## src/rtl/hyperram_arb_pkg.sv

```systemverilog
// Shared definitions for the HyperRAM port arbiter.
//   arb_state_t      : arbiter FSM states
//   RD_TIMEOUT_DATA  : data returned to a requester when a read times out
//   MIN_GAP          : smallest legal idle gap between controller pulses
//   cnt_width()      : width of a saturating counter that can reach max(a, b)
package hyperram_arb_pkg;

  typedef enum logic [2:0] {
    IDLE    = 3'd0,
    ISSUE   = 3'd1,
    WAIT_RD = 3'd2,
    WAIT_WR = 3'd3,
    GAP     = 3'd4
  } arb_state_t;

  localparam logic [31:0] RD_TIMEOUT_DATA = 32'hDEAD_BEEF;
  localparam int          MIN_GAP         = 2;

  // One spare bit above clog2 so the terminal count itself is representable.
  function automatic int cnt_width(input int a, input int b);
    int m;
    m = (a > b) ? a : b;
    return $clog2(m) + 1;
  endfunction

endpackage

```

## src/rtl/hyperram_port_arbiter_if.sv

```systemverilog
// Bus bundle between the requesters and the arbiter, and between the arbiter
// and the controller s0 port.
//   r_*  : per-requester Avalon-MM-style slave side (NUM_REQ lanes)
//   m_*  : single master side towards the HyperRAM controller
// Modports: slave = arbiter view, master = requester/controller (bench) view.
interface hyperram_port_arbiter_if #(
  parameter int NUM_REQ = 2
);
  logic [NUM_REQ*32-1:0] r_address;
  logic [NUM_REQ-1:0]    r_read;
  logic [NUM_REQ-1:0]    r_write;
  logic [NUM_REQ*32-1:0] r_writedata;
  logic [NUM_REQ-1:0]    r_waitrequest;
  logic [31:0]           r_readdata;
  logic [NUM_REQ-1:0]    r_readdatavalid;
  logic [31:0]           m_address;
  logic                  m_read;
  logic                  m_write;
  logic [31:0]           m_writedata;
  logic [31:0]           m_readdata;
  logic                  m_readdatavalid;

  modport slave (
    input  r_address, r_read, r_write, r_writedata,
    output r_waitrequest, r_readdata, r_readdatavalid,
    output m_address, m_read, m_write, m_writedata,
    input  m_readdata, m_readdatavalid
  );

  modport master (
    output r_address, r_read, r_write, r_writedata,
    input  r_waitrequest, r_readdata, r_readdatavalid,
    input  m_address, m_read, m_write, m_writedata,
    output m_readdata, m_readdatavalid
  );
endinterface

```

## src/rtl/hyperram_port_arbiter_rr_arbiter.sv

```systemverilog
// Combinational round-robin picker: grants the first asserted request at or
// after ptr_i, wrapping modulo NUM_REQ.
//   req_i       : request vector
//   ptr_i       : highest-priority index this cycle (must be < NUM_REQ)
//   grant_o     : one-hot grant
//   grant_idx_o : index of the granted request
//   any_req_o   : at least one request is asserted
module rr_arbiter #(
  parameter int NUM_REQ = 2,
  parameter int IW      = (NUM_REQ > 1) ? $clog2(NUM_REQ) : 1
) (
  input  logic [NUM_REQ-1:0] req_i,
  input  logic [IW-1:0]      ptr_i,
  output logic [NUM_REQ-1:0] grant_o,
  output logic [IW-1:0]      grant_idx_o,
  output logic               any_req_o
);

  // Scan from the pointer and keep the first hit.
  always_comb begin
    int          idx;
    logic [IW-1:0] sel;
    grant_o     = '0;
    grant_idx_o = '0;
    any_req_o   = 1'b0;
    idx         = 0;
    sel         = '0;
    for (int k = 0; k < NUM_REQ; k++) begin
      idx = int'(ptr_i) + k;
      if (idx >= NUM_REQ) begin
        idx = idx - NUM_REQ;
      end else begin
        idx = idx;
      end
      sel = IW'(idx);
      if (!any_req_o && req_i[sel]) begin
        any_req_o   = 1'b1;
        grant_o     = '0;
        grant_o[sel] = 1'b1;
        grant_idx_o = sel;
      end else begin
        any_req_o   = any_req_o;
      end
    end
  end

endmodule

```

## src/rtl/hyperram_port_arbiter.sv

```systemverilog
// Shares the single s0 port of the HyperRAM controller between NUM_REQ
// requesters. One transaction at a time, round-robin, each issued as a
// one-cycle m_read/m_write pulse followed by guaranteed idle cycles so the
// controller's edge detector always sees a fresh rising edge.
//   clk, rst    : clock, synchronous active-high reset
//   bus         : requester lanes and controller port (slave modport)
//   busy        : FSM is not IDLE
//   timeout_err : sticky read-timeout flag, cleared only by rst
module hyperram_port_arbiter
  import hyperram_arb_pkg::*;
#(
  parameter int NUM_REQ    = 2,
  parameter int RD_TIMEOUT = 1024,
  parameter int WR_GUARD   = 256,
  parameter int GAP_CYCLES = 2
) (
  input  logic                     clk,
  input  logic                     rst,
  hyperram_port_arbiter_if.slave   bus,
  output logic                     busy,
  output logic                     timeout_err
);

  localparam int IW      = (NUM_REQ > 1) ? $clog2(NUM_REQ) : 1;
  localparam int GAP_EFF = (GAP_CYCLES < MIN_GAP) ? MIN_GAP : GAP_CYCLES;
  localparam int CW      = cnt_width(RD_TIMEOUT, (WR_GUARD > GAP_EFF) ? WR_GUARD : GAP_EFF);

  localparam logic [CW-1:0] RD_LAST  = CW'(RD_TIMEOUT - 1);
  localparam logic [CW-1:0] WR_LAST  = CW'(WR_GUARD);
  localparam logic [CW-1:0] GAP_LAST = CW'(GAP_EFF - 1);

  arb_state_t          state_q;
  logic [IW-1:0]       rr_ptr_q;
  logic [IW-1:0]       owner_q;
  logic                is_rd_q;
  logic [CW-1:0]       cnt_q;
  logic [31:0]         m_address_q;
  logic [31:0]         m_writedata_q;
  logic                m_read_q;
  logic                m_write_q;
  logic [31:0]         r_readdata_q;
  logic [NUM_REQ-1:0]  r_rdv_q;
  logic                timeout_err_q;

  logic [NUM_REQ-1:0]  pending_s;
  logic [NUM_REQ-1:0]  grant_s;
  logic [IW-1:0]       grant_idx_s;
  logic                any_s;
  logic [31:0]         addr_sel_s;
  logic [31:0]         wdata_sel_s;
  logic                rd_sel_s;
  logic [IW-1:0]       next_ptr_d;
  logic [CW-1:0]       cnt_inc_s;
  logic [NUM_REQ-1:0]  owner_oh_s;
  logic [NUM_REQ-1:0]  waitreq_s;

  assign pending_s = bus.r_read | bus.r_write;

  rr_arbiter #(.NUM_REQ(NUM_REQ), .IW(IW)) u_rr (
    .req_i       (pending_s),
    .ptr_i       (rr_ptr_q),
    .grant_o     (grant_s),
    .grant_idx_o (grant_idx_s),
    .any_req_o   (any_s)
  );

  // Read wins when a requester asserts both; the accept consumes both.
  assign rd_sel_s   = |(bus.r_read & grant_s);
  assign cnt_inc_s  = (cnt_q == {CW{1'b1}}) ? cnt_q : cnt_q + 1'b1;
  assign owner_oh_s = {{(NUM_REQ-1){1'b0}}, 1'b1} << owner_q;

  // Select the granted lane's address and write data.
  always_comb begin
    addr_sel_s  = 32'h0000_0000;
    wdata_sel_s = 32'h0000_0000;
    for (int i = 0; i < NUM_REQ; i++) begin
      if (grant_s[i]) begin
        addr_sel_s  = bus.r_address[i*32 +: 32];
        wdata_sel_s = bus.r_writedata[i*32 +: 32];
      end else begin
        addr_sel_s  = addr_sel_s;
        wdata_sel_s = wdata_sel_s;
      end
    end
  end

  // Pointer moves to the slot after the winner.
  always_comb begin
    next_ptr_d = rr_ptr_q;
    if (grant_idx_s == IW'(NUM_REQ - 1)) begin
      next_ptr_d = '0;
    end else begin
      next_ptr_d = grant_idx_s + 1'b1;
    end
  end

  // Accept is combinational: waitrequest drops only for the IDLE-cycle winner.
  always_comb begin
    waitreq_s = {NUM_REQ{1'b1}};
    if ((state_q == IDLE) && !rst && any_s) begin
      waitreq_s = ~grant_s;
    end else begin
      waitreq_s = {NUM_REQ{1'b1}};
    end
  end

  // Arbiter FSM with registered controller and requester outputs.
  always_ff @(posedge clk) begin
    if (rst) begin
      state_q       <= IDLE;
      rr_ptr_q      <= '0;
      owner_q       <= '0;
      is_rd_q       <= 1'b0;
      cnt_q         <= '0;
      m_address_q   <= 32'h0000_0000;
      m_writedata_q <= 32'h0000_0000;
      m_read_q      <= 1'b0;
      m_write_q     <= 1'b0;
      r_readdata_q  <= 32'h0000_0000;
      r_rdv_q       <= '0;
      timeout_err_q <= 1'b0;
    end else begin
      // Pulses last one cycle unless a branch below re-asserts them.
      r_rdv_q   <= '0;
      m_read_q  <= 1'b0;
      m_write_q <= 1'b0;
      case (state_q)
        IDLE: begin
          if (any_s) begin
            m_address_q   <= addr_sel_s;
            m_writedata_q <= wdata_sel_s;
            owner_q       <= grant_idx_s;
            is_rd_q       <= rd_sel_s;
            rr_ptr_q      <= next_ptr_d;
            cnt_q         <= '0;
            m_read_q      <= rd_sel_s;
            m_write_q     <= !rd_sel_s;
            state_q       <= ISSUE;
          end else begin
            state_q       <= IDLE;
          end
        end
        ISSUE: begin
          // The read timeout window starts with the pulse cycle itself.
          cnt_q   <= cnt_inc_s;
          state_q <= is_rd_q ? WAIT_RD : WAIT_WR;
        end
        WAIT_RD: begin
          if (bus.m_readdatavalid) begin
            r_readdata_q <= bus.m_readdata;
            r_rdv_q      <= owner_oh_s;
            cnt_q        <= '0;
            state_q      <= GAP;
          end else if (cnt_q >= RD_LAST) begin
            r_readdata_q  <= RD_TIMEOUT_DATA;
            r_rdv_q       <= owner_oh_s;
            timeout_err_q <= 1'b1;
            cnt_q         <= '0;
            state_q       <= GAP;
          end else begin
            cnt_q <= cnt_inc_s;
          end
        end
        WAIT_WR: begin
          // Entered with cnt=1, so WR_GUARD cycles are spent here.
          if (cnt_q >= WR_LAST) begin
            cnt_q   <= '0;
            state_q <= GAP;
          end else begin
            cnt_q <= cnt_inc_s;
          end
        end
        GAP: begin
          if (cnt_q >= GAP_LAST) begin
            cnt_q   <= '0;
            state_q <= IDLE;
          end else begin
            cnt_q <= cnt_inc_s;
          end
        end
        default: begin
          state_q <= IDLE;
        end
      endcase
    end
  end

  assign bus.r_waitrequest   = waitreq_s;
  assign bus.r_readdata      = r_readdata_q;
  assign bus.r_readdatavalid = r_rdv_q;
  assign bus.m_address       = m_address_q;
  assign bus.m_read          = m_read_q;
  assign bus.m_write         = m_write_q;
  assign bus.m_writedata     = m_writedata_q;
  assign busy                = (state_q != IDLE);
  assign timeout_err         = timeout_err_q;

endmodule

```

## src/flat_wrapper.sv

```systemverilog
// flat-port wrapper written by rule: the top's interface ports become plain ports
module hyperram_port_arbiter_flat import hyperram_arb_pkg::*;
#(
  parameter int NUM_REQ    = 2,
  parameter int RD_TIMEOUT = 1024,
  parameter int WR_GUARD   = 256,
  parameter int GAP_CYCLES = 2
)
  (clk, rst, busy, timeout_err, bus_r_address, bus_r_read, bus_r_write, bus_r_writedata, bus_r_waitrequest, bus_r_readdata, bus_r_readdatavalid, bus_m_address, bus_m_read, bus_m_write, bus_m_writedata, bus_m_readdata, bus_m_readdatavalid);
  hyperram_port_arbiter_if #(.NUM_REQ(NUM_REQ)) bus_i ();
  input  logic clk;
  input  logic rst;
  output logic busy;
  output logic timeout_err;
  input wire logic [$bits(bus_i.r_address)-1:0] bus_r_address;
  input wire logic [$bits(bus_i.r_read)-1:0] bus_r_read;
  input wire logic [$bits(bus_i.r_write)-1:0] bus_r_write;
  input wire logic [$bits(bus_i.r_writedata)-1:0] bus_r_writedata;
  output wire logic [$bits(bus_i.r_waitrequest)-1:0] bus_r_waitrequest;
  output wire logic [$bits(bus_i.r_readdata)-1:0] bus_r_readdata;
  output wire logic [$bits(bus_i.r_readdatavalid)-1:0] bus_r_readdatavalid;
  output wire logic [$bits(bus_i.m_address)-1:0] bus_m_address;
  output wire logic [$bits(bus_i.m_read)-1:0] bus_m_read;
  output wire logic [$bits(bus_i.m_write)-1:0] bus_m_write;
  output wire logic [$bits(bus_i.m_writedata)-1:0] bus_m_writedata;
  input wire logic [$bits(bus_i.m_readdata)-1:0] bus_m_readdata;
  input wire logic [$bits(bus_i.m_readdatavalid)-1:0] bus_m_readdatavalid;
  assign bus_i.r_address = bus_r_address;
  assign bus_i.r_read = bus_r_read;
  assign bus_i.r_write = bus_r_write;
  assign bus_i.r_writedata = bus_r_writedata;
  assign bus_r_waitrequest = bus_i.r_waitrequest;
  assign bus_r_readdata = bus_i.r_readdata;
  assign bus_r_readdatavalid = bus_i.r_readdatavalid;
  assign bus_m_address = bus_i.m_address;
  assign bus_m_read = bus_i.m_read;
  assign bus_m_write = bus_i.m_write;
  assign bus_m_writedata = bus_i.m_writedata;
  assign bus_i.m_readdata = bus_m_readdata;
  assign bus_i.m_readdatavalid = bus_m_readdatavalid;
  hyperram_port_arbiter #(.NUM_REQ(NUM_REQ), .RD_TIMEOUT(RD_TIMEOUT), .WR_GUARD(WR_GUARD), .GAP_CYCLES(GAP_CYCLES)) u_core (.clk(clk), .rst(rst), .bus(bus_i), .busy(busy), .timeout_err(timeout_err));
endmodule
```

## config.mk

```make
export PLATFORM = sky130hd
export DESIGN_NAME = hyperram_port_arbiter_flat
export DESIGN_NICKNAME = d
export VERILOG_FILES = /design/src/rtl/hyperram_arb_pkg.sv /design/src/rtl/hyperram_port_arbiter_if.sv /design/src/rtl/hyperram_port_arbiter_rr_arbiter.sv /design/src/rtl/hyperram_port_arbiter.sv /design/src/flat_wrapper.sv
export SDC_FILE = /design/constraint.sdc
export NUM_CORES = 1
export LEC_CHECK = 0
export CAP_MARGIN = 10
export CORE_ASPECT_RATIO = 0.8
export CORE_MARGIN = 4
export CORE_UTILIZATION = 41
export CTS_BUF_LIST = sky130_fd_sc_hd__clkbuf_8
export CTS_CLUSTER_SIZE = 28
export DETAILED_ROUTE_END_ITERATION = 8
export PLACE_DENSITY = 0.84
export SLEW_MARGIN = 20
export SYNTH_ARGS = -nofsm -noshare
export SYNTH_HDL_FRONTEND = slang
export SYNTH_HIERARCHICAL = 1
export SYNTH_SLANG_ARGS = --single-unit
```

## constraint.sdc

```tcl
create_clock -name clk -period 2.8 [get_ports clk]
set_input_delay 0.42 -clock clk [delete_from_list [all_inputs] [get_ports clk]]
set_output_delay 0.42 -clock clk [all_outputs]
set_load 0.01 [all_outputs]
```

* Yosys cells after proc, flatten, opt, wreduce, memory -nomap -nowiden
Index checks and enable logic that the tools add are counted.
Cells by class: add/sub/neg operators 5, $mul 0, mux-type cells 40, div/mod/pow operators 0, bitwise operators 7, reduce and logical (&&, ||, !) cells 20, eq/ne operators 9, shifts and indexed selects 1, $lt $le $gt $ge 9
Operators by type and width (count):
- 32-bit 2-to-1 mux | 6
- 11-bit 2-to-1 mux | 6
- 11-bit one-hot mux with 5 select lines | 1
- 1-bit 2-to-1 mux | 15
- 3-bit one-hot mux with 5 select lines | 1
- 3-bit 2-to-1 mux | 4
- 11-bit by 1-bit adder with 11-bit output (second input constant) | 1
- 11-bit equality test (second input constant) | 1
- 11-bit by 1-bit greater-or-equal comparator with 1-bit output (second input constant) | 1
- 11-bit by 10-bit greater-or-equal comparator with 1-bit output (second input constant) | 1
- 11-bit by 9-bit greater-or-equal comparator with 1-bit output (second input constant) | 1
- 2-bit 2-to-1 mux | 5
- 3-bit by 2-bit equality test with 1-bit output (second input constant) | 2
- 2-bit by 1-bit != test with 1-bit output (second input constant) | 3
- 2-bit AND reduction | 3
- 3-bit AND reduction | 2
- 1-bit logical AND | 5
- 5-bit nonzero test | 1
- 1-bit by 2-bit less-than comparator with 1-bit output (second input constant) | 2
- 1-bit NOT | 4
- 2-bit OR reduction | 2
- 3-bit by 1-bit equality test with 1-bit output (second input constant) | 1
- 3-bit equality test (second input constant) | 1
- 1-bit logical NOT | 3
- 16 further kinds | 19
Storage, ports and cells: memories kept 0, latch bits 0, memory bits (writable) 0, memory bits (read-only) 0, word-level logic and storage cells 103, bits in registers 118, output and inout port bits 104, bits of input ports 167

* Depth between registers and ports, before layout
word-level depth 11, mapped depth 9, gate-level depth less buffers 7

* Hierarchy
The synthesis kept the hierarchy.
By module, submodules not included:
- hyperram_port_arbiter | area an instance 5029.8 sq um, sequential area each 2362.3 sq um, cells each 588, instances 1
- rr_arbiter | area an instance 32.5 sq um, sequential area each 0.0 sq um, cells each 5, instances 1

* Least setup slack after synthesis
No wires, ideal clock.
path type input port to flip-flop, from in bus_r_write[0], to reg u_core.m_writedata_q[24] (netlist: u_core/bus.m_writedata[24]), library setup time 0.078 ns, required time 2.722 ns, slack 0.610 ns, buffers on the path 3, cell stages on the path 7, arrival time 2.112 ns, cell sequence or2_2 -> a21boi_0 -> buf_4 -> clkbuf_1 -> clkbuf_1 -> a221oi_1 -> nor3_1
Between the ends: elaborated cells between the ends (all ways) 14, classes of those cells 10 x mux; 1 x bitwise; 3 x reduce/logical
RTL lines:
- start: declaration | line flat_wrapper.sv:17 | input wire logic [$bits(bus_i.r_write)-1:0] bus_r_write;
- 2-bit OR (*) | line hyperram_port_arbiter.sv:57 | assign pending_s = bus.r_read | bus.r_write;
- 1-bit 2-to-1 mux (implied by the code) (2 in series) | line hyperram_port_arbiter_rr_arbiter.sv:36 | if (!any_req_o && req_i[sel]) begin
- 1-bit 2-to-1 mux | line hyperram_port_arbiter_rr_arbiter.sv:36
- 1-bit logical NOT | line hyperram_port_arbiter_rr_arbiter.sv:36
- 1-bit logical AND | line hyperram_port_arbiter_rr_arbiter.sv:36
- 2-bit 2-to-1 mux (*) | line hyperram_port_arbiter_rr_arbiter.sv:36
- via u_core.grant_s[1] | line hyperram_port_arbiter.sv:46 | logic [NUM_REQ-1:0] grant_s;
- 32-bit 2-to-1 mux (*) | line hyperram_port_arbiter.sv:77 | if (grant_s[i]) begin
- end signal: assignment | line hyperram_port_arbiter.sv:131 | m_writedata_q <= wdata_sel_s;
- end: declaration | line hyperram_port_arbiter.sv:38 | logic [31:0] m_writedata_q;
Mark *: on every way through the listed nets, which the timed path passes. The rest lies on a longest branch. The select of a mux whose other input is x is not followed. A chain may end at the register's enable or synchronous reset.

* Worst setup path in the final report
from reg u_core.state_q[2], to out bus_r_waitrequest[0]
Between the ends: longest elaborated chain between the ends 4
RTL lines:
- start: declaration | line hyperram_port_arbiter.sv:32 | arb_state_t state_q;
- start signal: assignment | line hyperram_port_arbiter.sv:146 | state_q <= is_rd_q ? WAIT_RD : WAIT_WR;
- 3-bit logical NOT | line hyperram_port_arbiter.sv:100 | if ((state_q == IDLE) && !rst && any_s) begin
- 1-bit logical AND (2 in series) | line hyperram_port_arbiter.sv:100
- 2-bit 2-to-1 mux | line hyperram_port_arbiter.sv:100
- end: declaration | line flat_wrapper.sv:19 | output wire logic [$bits(bus_i.r_waitrequest)-1:0] bus_r_waitrequest;
Every way passes these cells.

==> flow_summary.toml <==
[outcome]
outcome = "completed"

[die]
std_cell_rows = 36
initial_core_util_pct = 41.78
fp.dieH_um = 107.4
io_pins = 271
die_w_um = 132.2
placeableCoreArea_um2 = 12120
die_area_um2 = 14200

[critical_path]
worstPathMaxFanout = 9
r2r_slack_ns = 0.51
startpoint_type = "register"
worstRegToRegCells = 6
cp-end-kind = "primary output"
cp.arrival_ns = 2.26
worstSetupPathType = "reg -> out"
worstPathRequired_ns = 2.38

[power]
p_leak_uw = 0.003050
powerDensity_nw_per_um2 = 782.3
finalPower_uw = 6467
ir_drop_mv = 0.6709

[drt]
via_per_inst = 5.495
wire_per_inst_um = 18.52
highest_layer = "met4"
wl_met3_um = 1964
drc = 0
drt-met1-wl_um = 7126
route.vias.total = 5490
postRouteAntennaNets = 0
drt_iter0_drc = 406
finalWirelength_um = 18500
dr_wl_met2_um = 8962
dr.pass1.iters = 5

[clock_network]
cts_setup_buffers = 0
hold_buffers = 0
root_buffer = "clkbuf_8"
path_clk_slew_ns = 0.07
insertion_delay_ns = 0.45
clockBufferDepth = 2
htree_levels = 4
tritoncts = "done"
numCtsBuffers = 17
clock_sinks = 118

[place]
dpl-instance-area_um2 = 7816
io_buffers = 270
dp_hpwl_um = 13200
dpl_worst_slack_ns = 0.1230
gp_congestion = 0.8730

[synth]
syn-num-nets = 763
synth_top_area_share_pct = 46.66
synth_top_area_cell = "dfxtp_1"
netlist_instances = 593
synth_area_um2 = 5062
synth-seq-cells = 118
synth.top_cells.by_area = "dfxtp_1 47%, nor2_1 10%, a221oi_1 9.3%"
synthDistinctLibCells = 49
ys_warn_count = 6
yosysSeqAreaShare_pct = 46.66
syn_avg_cell_area_um2 = 8.537

[finish]
syn_to_final_growth_pct = 63.30
multi_input_area_um2 = 2416
final_area_um2 = 8267
regArea_um2 = 2364
num-fill-cells = 883
finalCoreUtilization_pct = 68.23
layout.nets = 1003
drive_above_1_share_pct = 7.920

[sta]
setup_violations = 0
max_clock_freq_ghz = 0.3732
maxSlewHeadroom_pct = 43.80
min_period_ns = 2.680
timing.final.ws_setup_ns = 0.1205
slew_viol_final = 0
finalSetupTns_ns = 0
skew_ns = 0.01027
rsz0062_at_grt = "no"
period_share_pct = 95.70
hold_viol = 0
tightest_slew_ns = 0.8410

[global_route]
gr-usage-all-layers_pct = 24.90
first_global_vias = 5462
grt_max_degree = 76
antenna_found_initial = 1
gr-total-overflow = 0
grt_pass1_wl_um = 28110

[job]
cap_viol_max_count = 0

[hold_path]
hold_depth = 3
min_path_type = "in -> reg"
==> logic make-up (layout without fill, tap and decap cells) <==
| logic type | Yosys count | after routing | synth area share [%] |
|---|---|---|---|
| AO/OA/AOI/OAI | 105 | 105 | 18.04 |
| XOR/XNOR | 3 | 3 | 0.5191 |
| adder cells (fa/ha/maj) | 3 | 3 | 0.7416 |
| buffers and inverters | 67 | 320 | 6.179 |
| flip-flops | 118 | 118 | 46.66 |
| multiplexers | 5 | 5 | 0.9887 |
| other | 0 | 1 | 0 |
| AND/OR/NAND/NOR | 292 | 292 | 26.87 |
==> flip-flops by register name, indices dropped and copies added, names as in the netlist <==
signal                      count
u_core/cnt_q                   11
u_core/state_q                  3
u_core/bus.m_address           32
u_core/is_rd_q                  1
u_core/bus.m_read               1
u_core/bus.r_readdatavalid      2
u_core/bus.m_writedata         32
u_core/bus.m_write              1
u_core/bus.r_readdata          32
u_core/timeout_err              1
u_core/rr_ptr_q                 1
u_core/owner_q                  1
==> cell type report <==
cell class                      instances  area share, %
Clock inverter                         11          1.877
Tap cell                              152          2.301
Timing Repair Buffer                  282          34.21
Antenna cell                            1        0.03027
Clock buffer                           21          3.496
Inverter                                6         0.2724
Sequential cell                       118          28.59
Multi-Input combinational cell        408          29.23
==> what timing repair did <==
action | 4_1_cts | 5_1_grt
resized for setup | 0 | 2
endpoints found under the setup margin | 0 | 2
hold endpoints to repair | 0 | 0
==> layout by cell type, fill, tap and decap left out, types with 9 or more instances in the layout <==
cell,count
dfxtp_1,117
a221oi_2,10
clkbuf_8,21
nand2_1,17
a22oi_1,9
nor2_1,137
buf_4,10
a221oi_1,54
clkdlybuf4s50_1,269
inv_1,9
a21oi_1,9
nor3_1,92
==> routing by layer <==
layer / global-route usage [%] / up-vias
li1: - / 2614
met5: 0 / -
met1: 28.10 / 2568
met3: 11.64 / 28
met2: 41.29 / 280
met4: 9.570 / 0
==> Yosys cell counts, drive strengths merged <==
| cell type | number |
|---|---|
| o21ai | 6 |
| or4 | 2 |
| nand2b | 3 |
| a2111oi | 1 |
| and3 | 2 |
| a221oi | 64 |
| nor4 | 2 |
| o311ai | 1 |
| or2 | 5 |
| xor2 | 2 |
| nor3b | 2 |
| nor2 | 140 |
| o22ai | 1 |
| mux2i | 5 |
| dfxtp | 118 |
| a31oi | 1 |
| a211oi | 5 |
| or3 | 6 |
| or3b | 1 |
| xnor2 | 1 |
| nand4 | 7 |
| a22oi | 9 |
| a21oi | 9 |
| nand3b | 2 |
| nand3 | 3 |
| o2bb2ai | 1 |
| nor3 | 92 |
| buf | 25 |
| nor4b | 1 |
| nor2b | 2 |
| inv | 6 |
| nand4b | 1 |
| o31a | 1 |
| clkbuf | 36 |
| a21boi | 2 |
| nand2 | 17 |
| and2 | 2 |
| ha | 3 |
| a2bb2oi | 4 |
| and4 | 2 |
==> path summary, 6_finish.rpt <==
kind                                         from                       endpoint
worst max-delay path            u_core/state_q[2]           bus_r_waitrequest[0]
worst min-delay path                          rst             u_core/bus.m_write
worst max register to register    u_core/cnt_q[0]                u_core/cnt_q[6]
worst min register to register     u_core/owner_q  u_core/bus.r_readdatavalid[0]
==> worst max-delay path: stages (launching register included) <==
cell	delay, ns
dfxtp_1	0.41
or3_4	0.41
or2_2	0.31
nor2_2	0.13
nand2_1	0.07
clkdlybuf4s50_1	0.49
==> power by group <==
| part | internal [uW] | switching [uW] | leakage (uW) | total [uW] |
|---|---|---|---|---|
| sequential | 2020 | 212 | 0.000969 | 2230 |
| clock | 1050 | 677 | 0.000239 | 1730 |
| combinational | 1250 | 1260 | 0.00184 | 2500 |
| total | 4320 | 2140 | 0.00305 | 6470 |
==> stage by stage <==
stage	hold WS [ns]	instances
global route	0.3078	999
finish	0.3388	999
CTS	0.3228	998
global placement	0.4324	966
detailed placement	0.4400	966
floorplan	0.4163	593
(Power assumes the default switching activity.)
